[src/rtl/s_axil_reg_file_if.sv]
// AXI4-Lite bus bundle for the configuration register file.
// The slave modport is the register file's view of the channels.
interface s_axil_reg_file_if #(
    parameter int unsigned ADDR_WIDTH = 32,
    parameter int unsigned DATA_WIDTH = 32
);
    logic [ADDR_WIDTH-1:0]   awaddr_i;
    logic                    awvalid_i;
    logic                    awready_o;
    logic [DATA_WIDTH-1:0]   wdata_i;
    logic [DATA_WIDTH/8-1:0] wstrb_i;
    logic                    wvalid_i;
    logic                    wready_o;
    logic [1:0]              bresp_o;
    logic                    bvalid_o;
    logic                    bready_i;
    logic [ADDR_WIDTH-1:0]   araddr_i;
    logic                    arvalid_i;
    logic                    arready_o;
    logic [DATA_WIDTH-1:0]   rdata_o;
    logic [1:0]              rresp_o;
    logic                    rvalid_o;
    logic                    rready_i;

    modport slave (
        input  awaddr_i, awvalid_i, wdata_i, wstrb_i, wvalid_i, bready_i,
        input  araddr_i, arvalid_i, rready_i,
        output awready_o, wready_o, bresp_o, bvalid_o,
        output arready_o, rdata_o, rresp_o, rvalid_o
    );

    modport master (
        output awaddr_i, awvalid_i, wdata_i, wstrb_i, wvalid_i, bready_i,
        output araddr_i, arvalid_i, rready_i,
        input  awready_o, wready_o, bresp_o, bvalid_o,
        input  arready_o, rdata_o, rresp_o, rvalid_o
    );
endinterface

[src/rtl/s_axil_reg_file.sv]
// AXI4-Lite slave holding the counter write master's configuration words
// plus a read-only STATUS word mirroring the master's live state code.
module s_axil_reg_file #(
    parameter int unsigned DATA_WIDTH   = 32,
    parameter int unsigned ADDR_WIDTH   = 32,
    parameter int unsigned REG_QUANTITY = 6
) (
    input  logic                  clk,
    input  logic                  areset,
    s_axil_reg_file_if.slave      axil,
    output logic [DATA_WIDTH-1:0] regs_o [0:REG_QUANTITY-1],
    input  logic [2:0]            master_status_i
);
    localparam int unsigned IDX_W      = ADDR_WIDTH - 2;
    localparam int unsigned STRB_W     = DATA_WIDTH / 8;
    localparam int unsigned STATUS_IDX = REG_QUANTITY - 1;
    localparam logic [1:0]  RESP_OKAY   = 2'b00;
    localparam logic [1:0]  RESP_SLVERR = 2'b10;

    localparam logic [1:0] W_IDLE    = 2'd0;
    localparam logic [1:0] W_HAVE_AW = 2'd1;
    localparam logic [1:0] W_HAVE_W  = 2'd2;
    localparam logic [1:0] W_RESP    = 2'd3;
    localparam logic [0:0] R_IDLE    = 1'b0;
    localparam logic [0:0] R_DATA    = 1'b1;

    logic [1:0]            w_state_q, w_state_d;
    logic [0:0]            r_state_q, r_state_d;
    logic [IDX_W-1:0]      aw_idx_q, aw_idx_d;
    logic [DATA_WIDTH-1:0] wdata_q, wdata_d;
    logic [STRB_W-1:0]     wstrb_q, wstrb_d;
    logic                  awready_q, awready_d;
    logic                  wready_q, wready_d;
    logic                  bvalid_q, bvalid_d;
    logic [1:0]            bresp_q, bresp_d;
    logic                  arready_q, arready_d;
    logic                  rvalid_q, rvalid_d;
    logic [DATA_WIDTH-1:0] rdata_q, rdata_d;
    logic [1:0]            rresp_q, rresp_d;
    logic [DATA_WIDTH-1:0] regs_q [0:STATUS_IDX-1];
    logic [DATA_WIDTH-1:0] regs_d [0:STATUS_IDX-1];

    logic                  aw_hs, w_hs, ar_hs, commit;
    logic [IDX_W-1:0]      wr_idx, rd_idx;
    logic [DATA_WIDTH-1:0] wr_data, status_word;
    logic [STRB_W-1:0]     wr_strb;
    logic                  unused_addr_lsbs;

    assign aw_hs       = axil.awvalid_i && awready_q;
    assign w_hs        = axil.wvalid_i  && wready_q;
    assign ar_hs       = axil.arvalid_i && arready_q;
    assign rd_idx      = axil.araddr_i[ADDR_WIDTH-1:2];
    assign status_word = {{(DATA_WIDTH-3){1'b0}}, master_status_i};
    assign unused_addr_lsbs = ^{axil.awaddr_i[1:0], axil.araddr_i[1:0]};

    // Write channel: an input that is not handshaking this cycle falls back to its latched copy
    always_comb begin
        w_state_d = w_state_q;
        aw_idx_d  = aw_idx_q;
        wdata_d   = wdata_q;
        wstrb_d   = wstrb_q;
        bresp_d   = bresp_q;
        regs_d    = regs_q;
        commit    = 1'b0;
        wr_idx    = aw_idx_q;
        wr_data   = wdata_q;
        wr_strb   = wstrb_q;

        if (aw_hs) begin
            wr_idx   = axil.awaddr_i[ADDR_WIDTH-1:2];
            aw_idx_d = axil.awaddr_i[ADDR_WIDTH-1:2];
        end
        if (w_hs) begin
            wr_data = axil.wdata_i;
            wr_strb = axil.wstrb_i;
            wdata_d = axil.wdata_i;
            wstrb_d = axil.wstrb_i;
        end

        case (w_state_q)
            W_IDLE: begin
                if (aw_hs && w_hs) commit    = 1'b1;
                else if (aw_hs)    w_state_d = W_HAVE_AW;
                else if (w_hs)     w_state_d = W_HAVE_W;
            end
            W_HAVE_AW: if (w_hs)  commit = 1'b1;
            W_HAVE_W:  if (aw_hs) commit = 1'b1;
            W_RESP:    if (bvalid_q && axil.bready_i) w_state_d = W_IDLE;
            default:   w_state_d = W_IDLE;
        endcase

        if (commit) begin
            w_state_d = W_RESP;
            bresp_d   = RESP_SLVERR;
            for (int unsigned r = 0; r < STATUS_IDX; r++) begin
                if (wr_idx == IDX_W'(r)) begin
                    bresp_d = RESP_OKAY;
                    for (int unsigned b = 0; b < STRB_W; b++) begin
                        if (wr_strb[b]) regs_d[r][8*b +: 8] = wr_data[8*b +: 8];
                    end
                end
            end
        end

        awready_d = (w_state_d == W_IDLE) || (w_state_d == W_HAVE_W);
        wready_d  = (w_state_d == W_IDLE) || (w_state_d == W_HAVE_AW);
        bvalid_d  = (w_state_d == W_RESP);
    end

    // Read channel: reads see regs_q, so a same-edge write is not yet visible
    always_comb begin
        r_state_d = r_state_q;
        rdata_d   = rdata_q;
        rresp_d   = rresp_q;

        case (r_state_q)
            R_IDLE: begin
                if (ar_hs) begin
                    r_state_d = R_DATA;
                    rdata_d   = '0;
                    rresp_d   = RESP_SLVERR;
                    if (rd_idx == IDX_W'(STATUS_IDX)) begin
                        rdata_d = status_word;
                        rresp_d = RESP_OKAY;
                    end else begin
                        for (int unsigned r = 0; r < STATUS_IDX; r++) begin
                            if (rd_idx == IDX_W'(r)) begin
                                rdata_d = regs_q[r];
                                rresp_d = RESP_OKAY;
                            end
                        end
                    end
                end
            end
            R_DATA:  if (rvalid_q && axil.rready_i) r_state_d = R_IDLE;
            default: r_state_d = R_IDLE;
        endcase

        arready_d = (r_state_d == R_IDLE);
        rvalid_d  = (r_state_d == R_DATA);
    end

    always_ff @(posedge clk or negedge areset) begin
        if (!areset) begin
            w_state_q <= W_IDLE;
            r_state_q <= R_IDLE;
        end else begin
            w_state_q <= w_state_d;
            r_state_q <= r_state_d;
        end
    end

    always_ff @(posedge clk or negedge areset) begin
        if (!areset) begin
            aw_idx_q  <= '0;
            wdata_q   <= '0;
            wstrb_q   <= '0;
            awready_q <= 1'b0;
            wready_q  <= 1'b0;
            bvalid_q  <= 1'b0;
            bresp_q   <= '0;
            arready_q <= 1'b0;
            rvalid_q  <= 1'b0;
            rdata_q   <= '0;
            rresp_q   <= '0;
            for (int unsigned r = 0; r < STATUS_IDX; r++) regs_q[r] <= '0;
        end else begin
            aw_idx_q  <= aw_idx_d;
            wdata_q   <= wdata_d;
            wstrb_q   <= wstrb_d;
            awready_q <= awready_d;
            wready_q  <= wready_d;
            bvalid_q  <= bvalid_d;
            bresp_q   <= bresp_d;
            arready_q <= arready_d;
            rvalid_q  <= rvalid_d;
            rdata_q   <= rdata_d;
            rresp_q   <= rresp_d;
            regs_q    <= regs_d;
        end
    end

    assign axil.awready_o = awready_q;
    assign axil.wready_o  = wready_q;
    assign axil.bvalid_o  = bvalid_q;
    assign axil.bresp_o   = bresp_q;
    assign axil.arready_o = arready_q;
    assign axil.rvalid_o  = rvalid_q;
    assign axil.rdata_o   = rdata_q;
    assign axil.rresp_o   = rresp_q;

    // STATUS entry bypasses the flops so the master sees its own state live
    always_comb begin
        for (int unsigned r = 0; r < STATUS_IDX; r++) regs_o[r] = regs_q[r];
        regs_o[STATUS_IDX] = status_word;
    end
endmodule

[src/flat_wrapper.sv]
// flat-port wrapper written by rule: the top's interface ports become plain ports
module s_axil_reg_file_flat 
#(
    parameter int unsigned DATA_WIDTH   = 32,
    parameter int unsigned ADDR_WIDTH   = 32,
    parameter int unsigned REG_QUANTITY = 6
)
  (clk, areset, regs_o, master_status_i, axil_awaddr_i, axil_awvalid_i, axil_wdata_i, axil_wstrb_i, axil_wvalid_i, axil_bready_i, axil_araddr_i, axil_arvalid_i, axil_rready_i, axil_awready_o, axil_wready_o, axil_bresp_o, axil_bvalid_o, axil_arready_o, axil_rdata_o, axil_rresp_o, axil_rvalid_o);
  s_axil_reg_file_if #(.ADDR_WIDTH(ADDR_WIDTH), .DATA_WIDTH(DATA_WIDTH)) axil_i ();
  input  logic clk;
  input  logic areset;
  output logic [DATA_WIDTH-1:0] regs_o[0:REG_QUANTITY-1];
  input  logic [2:0] master_status_i;
  input wire logic [$bits(axil_i.awaddr_i)-1:0] axil_awaddr_i;
  input wire logic [$bits(axil_i.awvalid_i)-1:0] axil_awvalid_i;
  input wire logic [$bits(axil_i.wdata_i)-1:0] axil_wdata_i;
  input wire logic [$bits(axil_i.wstrb_i)-1:0] axil_wstrb_i;
  input wire logic [$bits(axil_i.wvalid_i)-1:0] axil_wvalid_i;
  input wire logic [$bits(axil_i.bready_i)-1:0] axil_bready_i;
  input wire logic [$bits(axil_i.araddr_i)-1:0] axil_araddr_i;
  input wire logic [$bits(axil_i.arvalid_i)-1:0] axil_arvalid_i;
  input wire logic [$bits(axil_i.rready_i)-1:0] axil_rready_i;
  output wire logic [$bits(axil_i.awready_o)-1:0] axil_awready_o;
  output wire logic [$bits(axil_i.wready_o)-1:0] axil_wready_o;
  output wire logic [$bits(axil_i.bresp_o)-1:0] axil_bresp_o;
  output wire logic [$bits(axil_i.bvalid_o)-1:0] axil_bvalid_o;
  output wire logic [$bits(axil_i.arready_o)-1:0] axil_arready_o;
  output wire logic [$bits(axil_i.rdata_o)-1:0] axil_rdata_o;
  output wire logic [$bits(axil_i.rresp_o)-1:0] axil_rresp_o;
  output wire logic [$bits(axil_i.rvalid_o)-1:0] axil_rvalid_o;
  assign axil_i.awaddr_i = axil_awaddr_i;
  assign axil_i.awvalid_i = axil_awvalid_i;
  assign axil_i.wdata_i = axil_wdata_i;
  assign axil_i.wstrb_i = axil_wstrb_i;
  assign axil_i.wvalid_i = axil_wvalid_i;
  assign axil_i.bready_i = axil_bready_i;
  assign axil_i.araddr_i = axil_araddr_i;
  assign axil_i.arvalid_i = axil_arvalid_i;
  assign axil_i.rready_i = axil_rready_i;
  assign axil_awready_o = axil_i.awready_o;
  assign axil_wready_o = axil_i.wready_o;
  assign axil_bresp_o = axil_i.bresp_o;
  assign axil_bvalid_o = axil_i.bvalid_o;
  assign axil_arready_o = axil_i.arready_o;
  assign axil_rdata_o = axil_i.rdata_o;
  assign axil_rresp_o = axil_i.rresp_o;
  assign axil_rvalid_o = axil_i.rvalid_o;
  s_axil_reg_file #(.DATA_WIDTH(DATA_WIDTH), .ADDR_WIDTH(ADDR_WIDTH), .REG_QUANTITY(REG_QUANTITY)) u_core (.clk(clk), .areset(areset), .axil(axil_i), .regs_o(regs_o), .master_status_i(master_status_i));
endmodule
[config.mk]
export PLATFORM = sky130hd
export DESIGN_NAME = s_axil_reg_file_flat
export DESIGN_NICKNAME = d
export VERILOG_FILES = /design/src/rtl/s_axil_reg_file_if.sv /design/src/rtl/s_axil_reg_file.sv /design/src/flat_wrapper.sv
export SDC_FILE = /design/constraint.sdc
export NUM_CORES = 1
export LEC_CHECK = 0
export BUFFER_PORTS_ARGS = -buffer_cell sky130_fd_sc_hd__buf_2
export CELL_PAD_IN_SITES_DETAIL_PLACEMENT = 1
export CELL_PAD_IN_SITES_GLOBAL_PLACEMENT = 1
export CORE_ASPECT_RATIO = 2
export CORE_MARGIN = 2
export CORE_UTILIZATION = 30
export CTS_CLUSTER_DIAMETER = 30
export DETAILED_ROUTE_END_ITERATION = 8
export GPL_TIMING_DRIVEN = 0
export PLACE_DENSITY_LB_ADDON = 0.1
export SYNTH_ARGS = -nofsm -noshare
export SYNTH_HDL_FRONTEND = slang
export SYNTH_SLANG_ARGS = --single-unit
[constraint.sdc]
create_clock -name clk -period 5.4 [get_ports clk]
set_input_delay 1.08 -clock clk [delete_from_list [all_inputs] [get_ports clk]]
set_output_delay 1.08 -clock clk [all_outputs]
set_load 0.01 [all_outputs]
Yosys cells after proc, flatten, opt, wreduce, memory -nomap -nowiden
Cells that the tools add are included.
- output and inout port bits: 233
- word-level logic and storage cells: 115
- flip-flop bits (word level): 269
- input port bits: 110
- bitwise operators: 2
- equal/unequal tests: 15
- multiplexer cells: 33
- reductions and logical operators: 33
- operators by type and width (operator ; number):
    $mux W32 ; 7
    $eq A30 B2 Y1 const B ; 4
    $eq A30 B3 Y1 const B ; 3
    $eq A30 B1 Y1 const B ; 2
    $logic_not A30 Y1 ; 2
    $reduce_and A3 Y1 ; 20
    $mux W2 ; 16
    $mux W30 ; 1
    $eq A2 B2 Y1 const B ; 4
    $logic_and A1 B1 Y1 ; 6
    $mux W1 ; 5
    $eq A2 B1 Y1 const B ; 2
    $logic_not A2 Y1 ; 2
    $mux W4 ; 1
    $pmux W2 S2 ; 1
    $pmux W1 S3 ; 1
    $logic_or A1 B1 Y1 ; 2
    $not A1 Y1 ; 2
    $pmux W1 S2 ; 1
    $reduce_and A2 Y1 ; 1

Longest topological paths before layout
Gate-level depths: netlist of run 1.
- depth in word-level cells: 8
- gate-level depth with buffers: 7
- depth with buffers taken out: 7

Least setup slack after synthesis of run 1
No wires, ideal clock.
- path kind: input to register
- start point: input axil_awvalid_i
- end point: register u_core.regs_q (netlist bit u_core.regs_o[152])
- path slack: 2599 ps
- stages on the path: 6
- arrival: 2674 ps
- required time: 5272 ps
- buffers on the path: 1
- library setup time: 128 ps
- path through: buf_4 nand4b_1 o211a_1 nor4_2 nand2_2 mux2_1
- cells in the longest elaborated chain, start to end: 5
- elaborated cells on any way between the ends: 8
- those cells by class: eq/ne: 1; mux: 4; reduce/logical: 3
- ends and longest elaborated chain (element ; line ; text):
    start, declared ; flat_wrapper.sv:15 ; input wire logic [$bits(axil_i.awvalid_i)-1:0] axil_awvalid_i;
    $logic_and A1 B1 Y1 * ; s_axil_reg_file.sv:49 ; assign aw_hs = axil.awvalid_i && awready_q;
    parallel branches: the longest is 3 deep, another holds $mux W30 ; - ;
    $reduce_and A3 Y1 (no source line) * ; - ;
    end signal, assigned ; s_axil_reg_file.sv:179 ; regs_q <= regs_d;
    end, declared ; s_axil_reg_file.sv:40 ; logic [DATA_WIDTH-1:0] regs_q [0:STATUS_IDX-1];
Every way passes the cells marked *.
A chain may end at the register's enable or synchronous reset.

Final worst setup path of run 1
- start point: input axil_awaddr_i[13]
- end point: register u_core.regs_q (netlist bit u_core.regs_o[97])
- cells in the longest elaborated chain, start to end: 3
- ends and longest elaborated chain (element ; line ; text):
    start, declared ; flat_wrapper.sv:14 ; input wire logic [$bits(axil_i.awaddr_i)-1:0] axil_awaddr_i;
    $mux W30 ; s_axil_reg_file.sv:69 ; if (aw_hs) begin
    $eq A30 B2 Y1 ; s_axil_reg_file.sv:96 ; if (wr_idx == IDX_W'(r)) begin
    $reduce_and A3 Y1 (no source line) ; - ;
No other way between the ends.

==> results of run 1 <==
logic make-up after synthesis:
group,after synthesis
simple gates,251
other cells,1
mux,229
compound gates,157
flops,267
fa+ha+maj,4
buf+inv,94
routing by layer:
metal | GRT usage [%] | vias to the layer above | part of all wire [%]
met5 | 0 | - | 0.045
met4 | 7.28 | 4 | 3.1
met3 | 5.07 | 88 | 6.2
met2 | 43.3 | 346 | 57
met1 | 21.4 | 4863 | 34
li1 | - | 4334 | -
worst paths after layout:
| path | depth (start not counted) | slack, ns | to | start |
|---|---|---|---|---|
| max | 6 | 2.15 | u_core.regs_o[97] | axil_awaddr_i[13] |
| min | 1 | 0.47 | u_core.aw_idx_q[28] | areset |
| max reg2reg | 5 | 2.51 | u_core.regs_o[39] | u_core.aw_idx_q[27] |
| min reg2reg | 2 | 0.47 | u_core.aw_idx_q[27] | u_core.aw_idx_q[27] |
| max in group asynchronous | 3 | 3.44 | u_core.regs_o[122] | areset |
| min in group clk | 2 | 0.47 | u_core.aw_idx_q[27] | u_core.aw_idx_q[27] |
Yosys cell counts, types with 5 or more instances:
cell type                    n
sky130_fd_sc_hd__dfrtp_1   267
sky130_fd_sc_hd__buf_1       7
sky130_fd_sc_hd__nor2b_1    30
sky130_fd_sc_hd__nand2_2    16
sky130_fd_sc_hd__mux2_1      6
sky130_fd_sc_hd__nor4_1     13
sky130_fd_sc_hd__nor3_1      6
sky130_fd_sc_hd__nand4_1    10
sky130_fd_sc_hd__nor2_1     18
sky130_fd_sc_hd__inv_1      14
sky130_fd_sc_hd__o21ai_0     9
sky130_fd_sc_hd__clkbuf_1   32
sky130_fd_sc_hd__mux2_2    186
sky130_fd_sc_hd__buf_4      36
sky130_fd_sc_hd__a22oi_1    30
sky130_fd_sc_hd__nand2_1   123
sky130_fd_sc_hd__nand3_1     7
sky130_fd_sc_hd__nor4_2      7
sky130_fd_sc_hd__buf_2       5
sky130_fd_sc_hd__o22ai_1    51
sky130_fd_sc_hd__a21oi_1    43
sky130_fd_sc_hd__mux2i_1    36
stage by stage:
stage	hold WS, ns	instances
5_1_grt	0.488	1950
3_3_place_gp	0.459	1870
4_1_cts	0.467	1950
6_report	0.472	1951
3_5_place_dp	0.466	1872
2_1_floorplan	0.446	1033
state kept, by name (all words and copies together) (netlist names):
name / cells
u_core.aw_idx_q: 30
u_core.wstrb_q: 4
u_core.axil.rdata_o: 32
u_core.axil.bresp_o: 1
u_core.axil.rresp_o: 1
u_core.regs_o: 160
u_core.r_state_q: 1
u_core.axil.awready_o: 1
u_core.axil.arready_o: 1
u_core.wdata_q: 32
u_core.w_state_q: 2
u_core.axil.wready_o: 1
u_core.axil.bvalid_o: 1
cell type report:
class | count | share of cell area (%)
clock buffers | 51 | 7.34
flip-flops and latches | 267 | 42.0
plain buffers | 80 | 2.78
repair buffers | 309 | 10.1
inverters | 14 | 0.331
well taps | 530 | 4.17
multi-input cells | 672 | 31.7
clock inverters | 27 | 1.59
diodes | 1 | 0.0157
power by group:
group	internal [W]	switching (W)	total, W
sequential	0.00228	0.000132	0.00242
clock	0.00169	0.00101	0.00270
combinational	0.000371	0.000763	0.00113
==> impl_metrics.tcl, run 1 <==
set metrics [dict create \
    status "finished, final reports clean" \
    die_area_sq_um 42100 \
    synthDistinctLibCells 47 \
    cts.repair_timing.setup_buffer_count 0 \
    post_cts_resize_count 0 \
    synth-simple-area-share_pct 10.7 \
    htree_levels 2 \
    syn2layout_area_growth_pct 31.4 \
    grt_overflow 0 \
    insertion_delay_ns 0.53 \
    final-hold-violation-count 0 \
    critical-path-top-delay-family "simple AND/OR/NAND/NOR gates" \
    timing.slew.headroom_pct 32.5 \
    grt_first_pass_wirelength_um 67300 \
    multiInputGateArea_sq_um 5040 \
    post_syn_instances 1003 \
    placement_rows 104 \
    first_global_vias 10350 \
    worst_ir_drop_vdd_v 0.000262 \
    max_stage_delay_ns 0.72 \
    layout.nets 1501 \
    post_synth_xor_area_fraction_pct 0 \
    arithmetic_cell_share_of_the_synthesized_area_counting_full_adders_half_adders_and_majority_gates_pct 0.414 \
    setup-violations-final 0 \
    filler_cell_count 4507 \
    drc 0 \
    muxShareOfSynthArea_pct 21.0 \
    wl_per_cell_um 23.7 \
    synth_enable_flop_cells 0 \
    gp_congestion 0.812 \
    detailed_place.area_sq_um 14500 \
    worstHoldPathType "in2async" \
    drtPass1Iterations 4 \
    post_synth_instance_area_sq_um 12100 \
    synth-seq-area-share_pct 55.2 \
    max_clock_freq_mhz 307 \
    cts_max_path_bufs 3 \
    most_common_library_cell_in_the_layout_ignoring_fill_and_taps "sky130_fd_sc_hd__buf_2" \
    cp.required_ns 5.80 \
    tns_ns 0 \
    num_io_pins 343 \
    commonest_register_cell_after_synthesis "sky130_fd_sc_hd__dfrtp_1" \
    power-per-cell-area_nw_per_um2 393 \
    clk_pin_slew_ns 0.05 \
    cp_startpoint_kind "input port" \
    synth-compound-area-share_pct 8.56 \
    timing.critical_path.buf_inv 1 \
    critical_path_cell_by_cell "buf_2, nor4_1, nand4_1, o32ai_2, nand2_2, mux2_2" \
    cts_hold_buf 0 \
    synthesis.area_per_instance_sq_um 12.1 \
    maximum_number_of_pins_on_one_net_before_global_route_repair 115 \
    layout_worst_path_cycle_share_pct 60.2 \
    placement.setup.worst_slack_ns 1.57 \
    dr_total_vias 9635 \
    timing.critical_path.arrival_ns 3.66 \
    detailedRoute.firstIterationViolations 294 \
    fp.dieW_um 146 \
    period_minus_slack_ns 3.25 \
    cts_inserted_buffers 43 \
    sequential_cell_area_sq_um 6680 \
    clock_sink_count 267 \
    fin_worst_skew_ns 0.0129 \
    clock_tree.root_cell "sky130_fd_sc_hd__clkbuf_16" \
    async_reset_ff_share_pct 100 \
    timing.max_cap.violations 0 \
    synth-seq-cells 267 \
    totalPowerFinal_w 0.00625 \
    floorplan.initialDensity_pct 30.2 \
    final_max_slew_viol_count 0 \
    most_frequent_cells_in_the_layout "sky130_fd_sc_hd__buf_2 (311), sky130_fd_sc_hd__dfrtp_1 (267), sky130_fd_sc_hd__mux2_2 (186)" \
    synth.top_cells.by_area "sky130_fd_sc_hd__dfrtp_1 (55%), sky130_fd_sc_hd__mux2_2 (17%), sky130_fd_sc_hd__nand2_1 (3.8%), sky130_fd_sc_hd__mux2i_1 (3.0%), sky130_fd_sc_hd__o22ai_1 (2.6%)" \
    fp.coreArea_sq_um 40100 \
    synth.top_cell.area_share_pct 55.2 \
    final_design_area_no_fill_sq_um 15900 \
    antenna_found_initial 4 \
    finish.utilization_pct 39.7 \
    yosysWarnings 0 \
    dominant_combinational_cell_family_by_area_after_synthesis "multiplexers" \
    synth_largest_area_cell "sky130_fd_sc_hd__dfrtp_1" \
    crit_path_max_fanout 8 \
    chipHeight_um 288 \
    crit_path_end_kind "flop" \
    post_route_cells_drive_above_1_share_pct 45.5 \
    vias_per_cell 4.94 \
    gr-usage-all-layers_pct 21.6 \
    cts_tree "yes" \
    place.detailed.hpwl_um 34500 \
    numPortBuffers 307 \
    static-leakage-power_nw 8.24 \
    transition_time_at_the_pin_with_the_least_slew_margin_ns 1.01 \
    drt.antenna.violating_nets 0 \
    worst_slack_ns 2.15 \
    cpMaxStageDelayCell "sky130_fd_sc_hd__o32ai_2" \
    unrepaired_setup_endpoints_after_global_routing "false" \
    wirelength_um 46200 \
    critical_path_class "in2reg" \
]
Power figures use the tool's default switching activity.
==> run 2: changes to the inputs <==
--- a/config.mk
+++ b/config.mk
@@ -5,6 +5,7 @@
 export SDC_FILE = /design/constraint.sdc
 export NUM_CORES = 1
 export LEC_CHECK = 0
+export ABC_AREA = 1
 export BUFFER_PORTS_ARGS = -buffer_cell sky130_fd_sc_hd__buf_2
 export CELL_PAD_IN_SITES_DETAIL_PLACEMENT = 1
 export CELL_PAD_IN_SITES_GLOBAL_PLACEMENT = 1
==> constraint.sdc (replaced) <==
create_clock -name clk -period 2.9 [get_ports clk]
set_input_delay 0.58 -clock clk [delete_from_list [all_inputs] [get_ports clk]]
set_output_delay 0.58 -clock clk [all_outputs]
set_load 0.01 [all_outputs]
==> run 2 against run 1 <==
Effect of this change:
- die area grew 12%
- worst hold slack worse by 0.24 ns
- utilization down 0.16 points
- first-iteration DRC count up 120%
- largest cell class unchanged
==> impl_metrics.tcl, run 2 <==
set metrics [dict create \
    status "finished, final reports clean" \
    clk_pin_slew_ns 0.06 \
    finish.utilization_pct 39.5 \
    grt_first_pass_wirelength_um 93900 \
    final_design_area_no_fill_sq_um 17800 \
    drtPass1Iterations 4 \
    fp.coreArea_sq_um 45000 \
    wirelength_um 63500 \
    synth-seq-area-share_pct 49.0 \
    clock_sink_count 267 \
    detailedRoute.firstIterationViolations 647 \
    most_frequent_cells_in_the_layout "sky130_fd_sc_hd__nand2_1 (728), sky130_fd_sc_hd__buf_2 (335), sky130_fd_sc_hd__dfrtp_1 (267)" \
    clock_tree.root_cell "sky130_fd_sc_hd__clkbuf_16" \
    synth-simple-area-share_pct 39.4 \
    drt.antenna.violating_nets 0 \
    drc 0 \
    place.detailed.hpwl_um 48800 \
    critical-path-top-delay-family "buffers and inverters" \
    timing.critical_path.arrival_ns 3.19 \
    post_synth_instance_area_sq_um 13600 \
    synth_largest_area_cell "sky130_fd_sc_hd__dfrtp_1" \
    power-per-cell-area_nw_per_um2 773 \
    critical_path_cell_by_cell "nand2_1, clkbuf_1, o21ai_0, inv_2, clkbuf_1, nand4_1, nand2_1" \
    largest_register_ffs 160 \
    post_syn_instances 1742 \
    detailed_place.area_sq_um 16100 \
    max_clock_freq_mhz 370 \
    timing.max_cap.violations 0 \
    cts_tree "yes" \
    layout.nets 2246 \
    final_cell_count_no_fill 2730 \
    chipHeight_um 306 \
    max_stage_delay_ns 0.66 \
    vias_per_cell 4.94 \
    synth-seq-cells 267 \
    cts_max_path_bufs 3 \
    unrepaired_setup_endpoints_after_global_routing "false" \
    floorplan.initialDensity_pct 30.3 \
    ys_top_cells_by_count "sky130_fd_sc_hd__nand2_1 (728), sky130_fd_sc_hd__dfrtp_1 (267), sky130_fd_sc_hd__nand4_1 (172)" \
    synthDistinctLibCells 38 \
    cpMaxStageDelayCell "sky130_fd_sc_hd__clkbuf_1" \
    commonest_register_cell_after_synthesis "sky130_fd_sc_hd__dfrtp_1" \
    async_reset_ff_share_pct 100 \
    final_max_slew_viol_count 0 \
    layout_worst_path_cycle_share_pct 93.2 \
    synth-compound-area-share_pct 2.16 \
    yosysWarnings 0 \
    grt_busiest_layer "met2" \
    insertion_delay_ns 0.56 \
    timing.slew.headroom_pct 34.0 \
    gr-usage-all-layers_pct 26.9 \
    die_area_sq_um 47300 \
    timing.critical_path.buf_inv 3 \
    maximum_number_of_pins_on_one_net_before_global_route_repair 90 \
    first_global_vias 14589 \
    placement_rows 110 \
    global_route.usage.met2_pct 51.4 \
    worst_ir_drop_vdd_v 0.000559 \
    leading_cell_type_by_number_of_instances_after_synthesis "sky130_fd_sc_hd__nand2_1" \
    cp.required_ns 3.38 \
    wl_per_cell_um 23.2 \
    synth.top_cells.by_area "sky130_fd_sc_hd__dfrtp_1 (49%), sky130_fd_sc_hd__nand2_1 (20%), sky130_fd_sc_hd__nand4_1 (7.9%), sky130_fd_sc_hd__nor2_1 (3.6%), sky130_fd_sc_hd__inv_1 (3.2%)" \
    post-place-cells 2642 \
    post_route_cells_drive_above_1_share_pct 25.5 \
    arithmetic_cell_share_of_the_synthesized_area_counting_full_adders_half_adders_and_majority_gates_pct 0.367 \
    antenna_found_initial 2 \
    crit_path_end_kind "flop" \
    fin_worst_skew_ns 0.0211 \
    most_common_library_cell_in_the_layout_ignoring_fill_and_taps "sky130_fd_sc_hd__nand2_1" \
    fp.dieW_um 155 \
    synth_enable_flop_cells 0 \
    dr_total_vias 13490 \
    static-leakage-power_nw 10.3 \
    critical_path_class "reg2reg" \
    synth.top_cell.area_share_pct 49.0 \
    post_synth_xor_area_fraction_pct 0 \
    transition_time_at_the_pin_with_the_least_slew_margin_ns 0.990 \
    crit_path_max_fanout 10 \
    htree_levels 2 \
    synthesis.area_per_instance_sq_um 7.83 \
    gp_congestion 0.842 \
    met3_usage_pct 5.29 \
    worstHoldPathType "in2reg" \
    cp_startpoint_kind "flop" \
    numPortBuffers 307 \
    gr-usage-met1_pct 26.9 \
    muxShareOfSynthArea_pct 0 \
    setup-violations-final 0 \
    period_minus_slack_ns 2.70 \
    num_io_pins 343 \
    syn2layout_area_growth_pct 30.3 \
    grt_overflow 0 \
    final-hold-violation-count 0 \
    cts_inserted_buffers 46 \
    dominant_combinational_cell_family_by_area_after_synthesis "simple AND/OR/NAND/NOR gates" \
]
-- run 2: cell type report --
cell class / count / area (sq um)
Clock inverter: 29 / 349
Clock buffer: 56 / 1320
Sequential cell: 267 / 6680
Antenna cell: 1 / 2.50
Fill cell: 5571 / 27200
Inverter: 124 / 470
Timing Repair Buffer: 312 / 1650
Multi-Input combinational cell: 1258 / 5840
Buffer: 123 / 767
Tap cell: 560 / 701
-- run 2: worst reg2reg max path: stages, from the launching register on --
cell                       delay (ns)
sky130_fd_sc_hd__dfrtp_1         0.38
sky130_fd_sc_hd__nand2_1         0.15
sky130_fd_sc_hd__clkbuf_1        0.66
sky130_fd_sc_hd__o21ai_0         0.36
sky130_fd_sc_hd__inv_2           0.30
sky130_fd_sc_hd__clkbuf_1        0.50
sky130_fd_sc_hd__nand4_1         0.17
sky130_fd_sc_hd__nand2_1         0.11
-- run 2: timing repair --
action	CTS	global route
hold endpoints to repair	22	0
setup buffers	0	1
hold buffers	1	0
resized for setup	1	2
pin swaps	0	1
endpoints found under the setup margin	10	18
-- run 2: final timing paths --
kind	cells past startpoint	slack (ns)	end	startpoint
worst min register to register	2	0.47	u_core.axil.rdata_o[1]	u_core.axil.rdata_o[1]
worst max-delay path	7	0.20	u_core.regs_o[113]	u_core.axil.wready_o
min in group asynchronous	2	0.55	u_core.axil.rdata_o[19]	areset
max in group asynchronous	4	1.11	u_core.axil.rdata_o[30]	areset
worst max register to register	7	0.20	u_core.regs_o[113]	u_core.axil.wready_o
worst min-delay path	3	0.24	u_core.aw_idx_q[9]	axil_awaddr_i[11]
-- run 2: metrics by stage --
stage	setup TNS [ns]	setup slack (ns)	hold slack (ns)	power (W)
floorplan	0	0.822	0.284	0.00649
global placement	-1107.31	-4.18	0.460	0.00781
detailed placement	-11.19	-0.463	0.464	0.00792
CTS	0	0.102	0.223	0.0138
global route	0	0.000747	0.251	0.0143
finish	0	0.196	0.237	0.0137
-- run 2: logic make-up (layout without fill, tap and decap cells) --
logic type      after synthesis  in the layout
other cells                   1             32
flops                       267            267
buf+inv                     247            644
fa+ha+maj                     4              4
compound gates               51             51
simple gates               1172           1172
-- run 2: report_power, final --
| group | leakage (nW) | switching [W] | internal, W |
|---|---|---|---|
| Sequential | 3.58 | 0.000164 | 0.00422 |
| Clock | 0.821 | 0.00216 | 0.00374 |
| Combinational | 5.88 | 0.00271 | 0.000760 |
-- run 2: layer usage --
layer | part of all wire [%] | up-vias | wire, um
li1 | - | 6333 | -
met1 | 34 | 6560 | 21800
met2 | 54 | 448 | 34400
met3 | 5.6 | 147 | 3560
met4 | 5.8 | 2 | 3670
met5 | 0.014 | - | 9
==> run 3: changes to the inputs <==
==> constraint.sdc (replaced) <==
create_clock -name clk -period 2.9 [get_ports clk]
set_input_delay 0.145 -clock clk [delete_from_list [all_inputs] [get_ports clk]]
set_output_delay 0.145 -clock clk [all_outputs]
set_load 0.01 [all_outputs]
==> run 3 against run 2 <==
Effect of this change:
- wire length grew 0.62%
- sequential share of layout area shrank 0.92 points
- utilization grew 1.0 points
- critical endpoint unchanged
- maximum frequency shrank 0.75%
- first-iteration DRC count shrank 0.46%
- critical path type unchanged
==> impl_metrics.tcl, run 3 (same netlist as run 2, synthesis figures left out) <==
set metrics [dict create \
    grt_overflow 0 \
    critical_path_cell_by_cell "nand2_1, clkbuf_1, o21ai_0, inv_2, clkbuf_1, nand4_1, nand2_1" \
    worstHoldPathType "in2reg" \
    whs_ns 0.0178 \
    clock_tree.root_cell "sky130_fd_sc_hd__clkbuf_16" \
    timing.critical_path.buf_inv 3 \
    drc 0 \
    timing.max_cap.violations 0 \
    htree_levels 2 \
    layout_worst_path_cycle_share_pct 93.9 \
    detailed_place.area_sq_um 16100 \
    post_route_cells_drive_above_1_share_pct 25.0 \
    drt.antenna.violating_nets 0 \
    maximum_number_of_pins_on_one_net_before_global_route_repair 90 \
    power-per-cell-area_nw_per_um2 757 \
    setup-violations-final 0 \
    final_design_area_no_fill_sq_um 18200 \
    wl_per_cell_um 23.0 \
    insertedDiodeCount 0 \
    chipHeight_um 306 \
    cts_inserted_buffers 46 \
    syn2layout_area_growth_pct 33.6 \
    clk_pin_slew_ns 0.06 \
    final_max_slew_viol_count 0 \
    crit_path_max_fanout 10 \
    vias_per_cell 4.94 \
    finish.utilization_pct 40.5 \
    first_global_vias 14780 \
    floorplan.initialDensity_pct 30.3 \
    gr-usage-all-layers_pct 27.0 \
    cts_max_path_bufs 3 \
    static-leakage-power_nw 10.5 \
    critical_path_class "reg2reg" \
    num_io_pins 343 \
    layout.nets 2291 \
    cpMaxStageDelayCell "sky130_fd_sc_hd__clkbuf_1" \
    final-hold-violation-count 0 \
    cts_tree "yes" \
    worst_slack_ns 0.176 \
    fin_worst_skew_ns 0.0204 \
    largest_register_ffs 160 \
    crit_path_end_kind "flop" \
    detailedRoute.firstIterationViolations 644 \
    transition_time_at_the_pin_with_the_least_slew_margin_ns 0.948 \
    fp.coreArea_sq_um 45000 \
    period_minus_slack_ns 2.72 \
    timing.critical_path.arrival_ns 3.21 \
    most_frequent_cells_in_the_layout "sky130_fd_sc_hd__nand2_1 (728), sky130_fd_sc_hd__buf_2 (335), sky130_fd_sc_hd__dfrtp_1 (267)" \
    max_stage_delay_ns 0.67 \
    grt_first_pass_wirelength_um 94500 \
    placement.setup.worst_slack_ns -0.0958 \
    critical-path-top-delay-family "buffers and inverters" \
    worst_ir_drop_vdd_v 0.000587 \
    gp_congestion 0.842 \
    status "finished, final reports clean" \
    dr_total_vias 13701 \
    wirelength_um 63900 \
    cp_startpoint_kind "flop" \
    unrepaired_setup_endpoints_after_global_routing "false" \
    tns_ns 0 \
    insertion_delay_ns 0.57 \
    drtPass1Iterations 5 \
    cp.required_ns 3.38 \
    max_clock_freq_mhz 367 \
    fp.dieW_um 155 \
    clock_sink_count 267 \
    timing.slew.headroom_pct 36.8 \
    placement_rows 110 \
    most_common_library_cell_in_the_layout_ignoring_fill_and_taps "sky130_fd_sc_hd__nand2_1" \
    numPortBuffers 307 \
    filler_cell_count 5544 \
    antenna_found_initial 1 \
    place.detailed.hpwl_um 48800 \
    die_area_sq_um 47300 \
]
==> run 3: cell count changes in the layout (fill, tap and decap cells not counted) <==
| cell | change |
|---|---|
| sky130_fd_sc_hd__dlygate4sd3_1 | +45 |
| sky130_fd_sc_hd__diode_2 | -1 |
==> run 3: routing by layer <==
metal / GRT usage, % / routed length, um / share of wire, %
met5: 0 / 7 / 0.011
met2: 51.9 / 34700 / 54
met1: 27.0 / 21900 / 34
met4: 14.1 / 3680 / 5.8
met3: 5.16 / 3590 / 5.6
==> run 3: repair_timing <==
item,4_1_cts,5_1_grt
hold buffers,46,0
resized for setup,1,2
setup buffers,0,1
endpoints found under the setup margin,10,18
pin swaps,0,1
hold endpoints to repair,116,0
==> run 3: final timing paths <==
check	slack [ns]	depth (start not counted)	startpoint	to
hold reg to reg	0.47	2	u_core.axil.rdata_o[1]	u_core.axil.rdata_o[1]
setup reg to reg	0.18	7	u_core.axil.wready_o	u_core.regs_o[113]
max in group asynchronous	1.55	4	areset	u_core.axil.rdata_o[31]
hold / removal	0.02	3	axil_wdata_i[25]	u_core.wdata_q[25]
setup / recovery	0.18	7	u_core.axil.wready_o	u_core.regs_o[113]
min in group asynchronous	0.11	2	areset	u_core.axil.rdata_o[19]
==> run 3: final cells by class <==
| class | count | area (sq um) | share of cell area [%] |
|---|---|---|---|
| flip-flops and latches | 267 | 6680 | 36.7 |
| multi-input cells | 1258 | 5840 | 32.0 |
| repair buffers | 357 | 2100 | 11.5 |
| clock buffers | 56 | 1320 | 7.26 |
| plain buffers | 123 | 767 | 4.21 |
| well taps | 560 | 701 | 3.84 |
| inverters | 124 | 470 | 2.58 |
| clock inverters | 29 | 349 | 1.92 |
==> run 3: metrics by stage <==
stage	power, W	instances
after floorplan	0.00649	1772
after global placement	0.00781	2639
after detailed placement	0.00792	2642
after CTS	0.0139	2773
after global routing	0.0144	2774
final	0.0138	2774
==> run 3: report_power, final <==
part	switching (W)	total [W]	leakage, nW	internal, W
combinational	0.00272	0.00352	6.07	0.000800
clock	0.00215	0.00589	0.821	0.00374
sequential	0.000163	0.00438	3.58	0.00422
total	0.00503	0.0138	10.5	0.00876
==> run 3: worst reg2reg max path, delay by kind of cell, from the launching register on <==
family,cells,cell delay (ns)
AO/OA/AOI/OAI,1,0.36
buffers and inverters,3,1.47
flip-flops,1,0.38
AND/OR/NAND/NOR,3,0.44
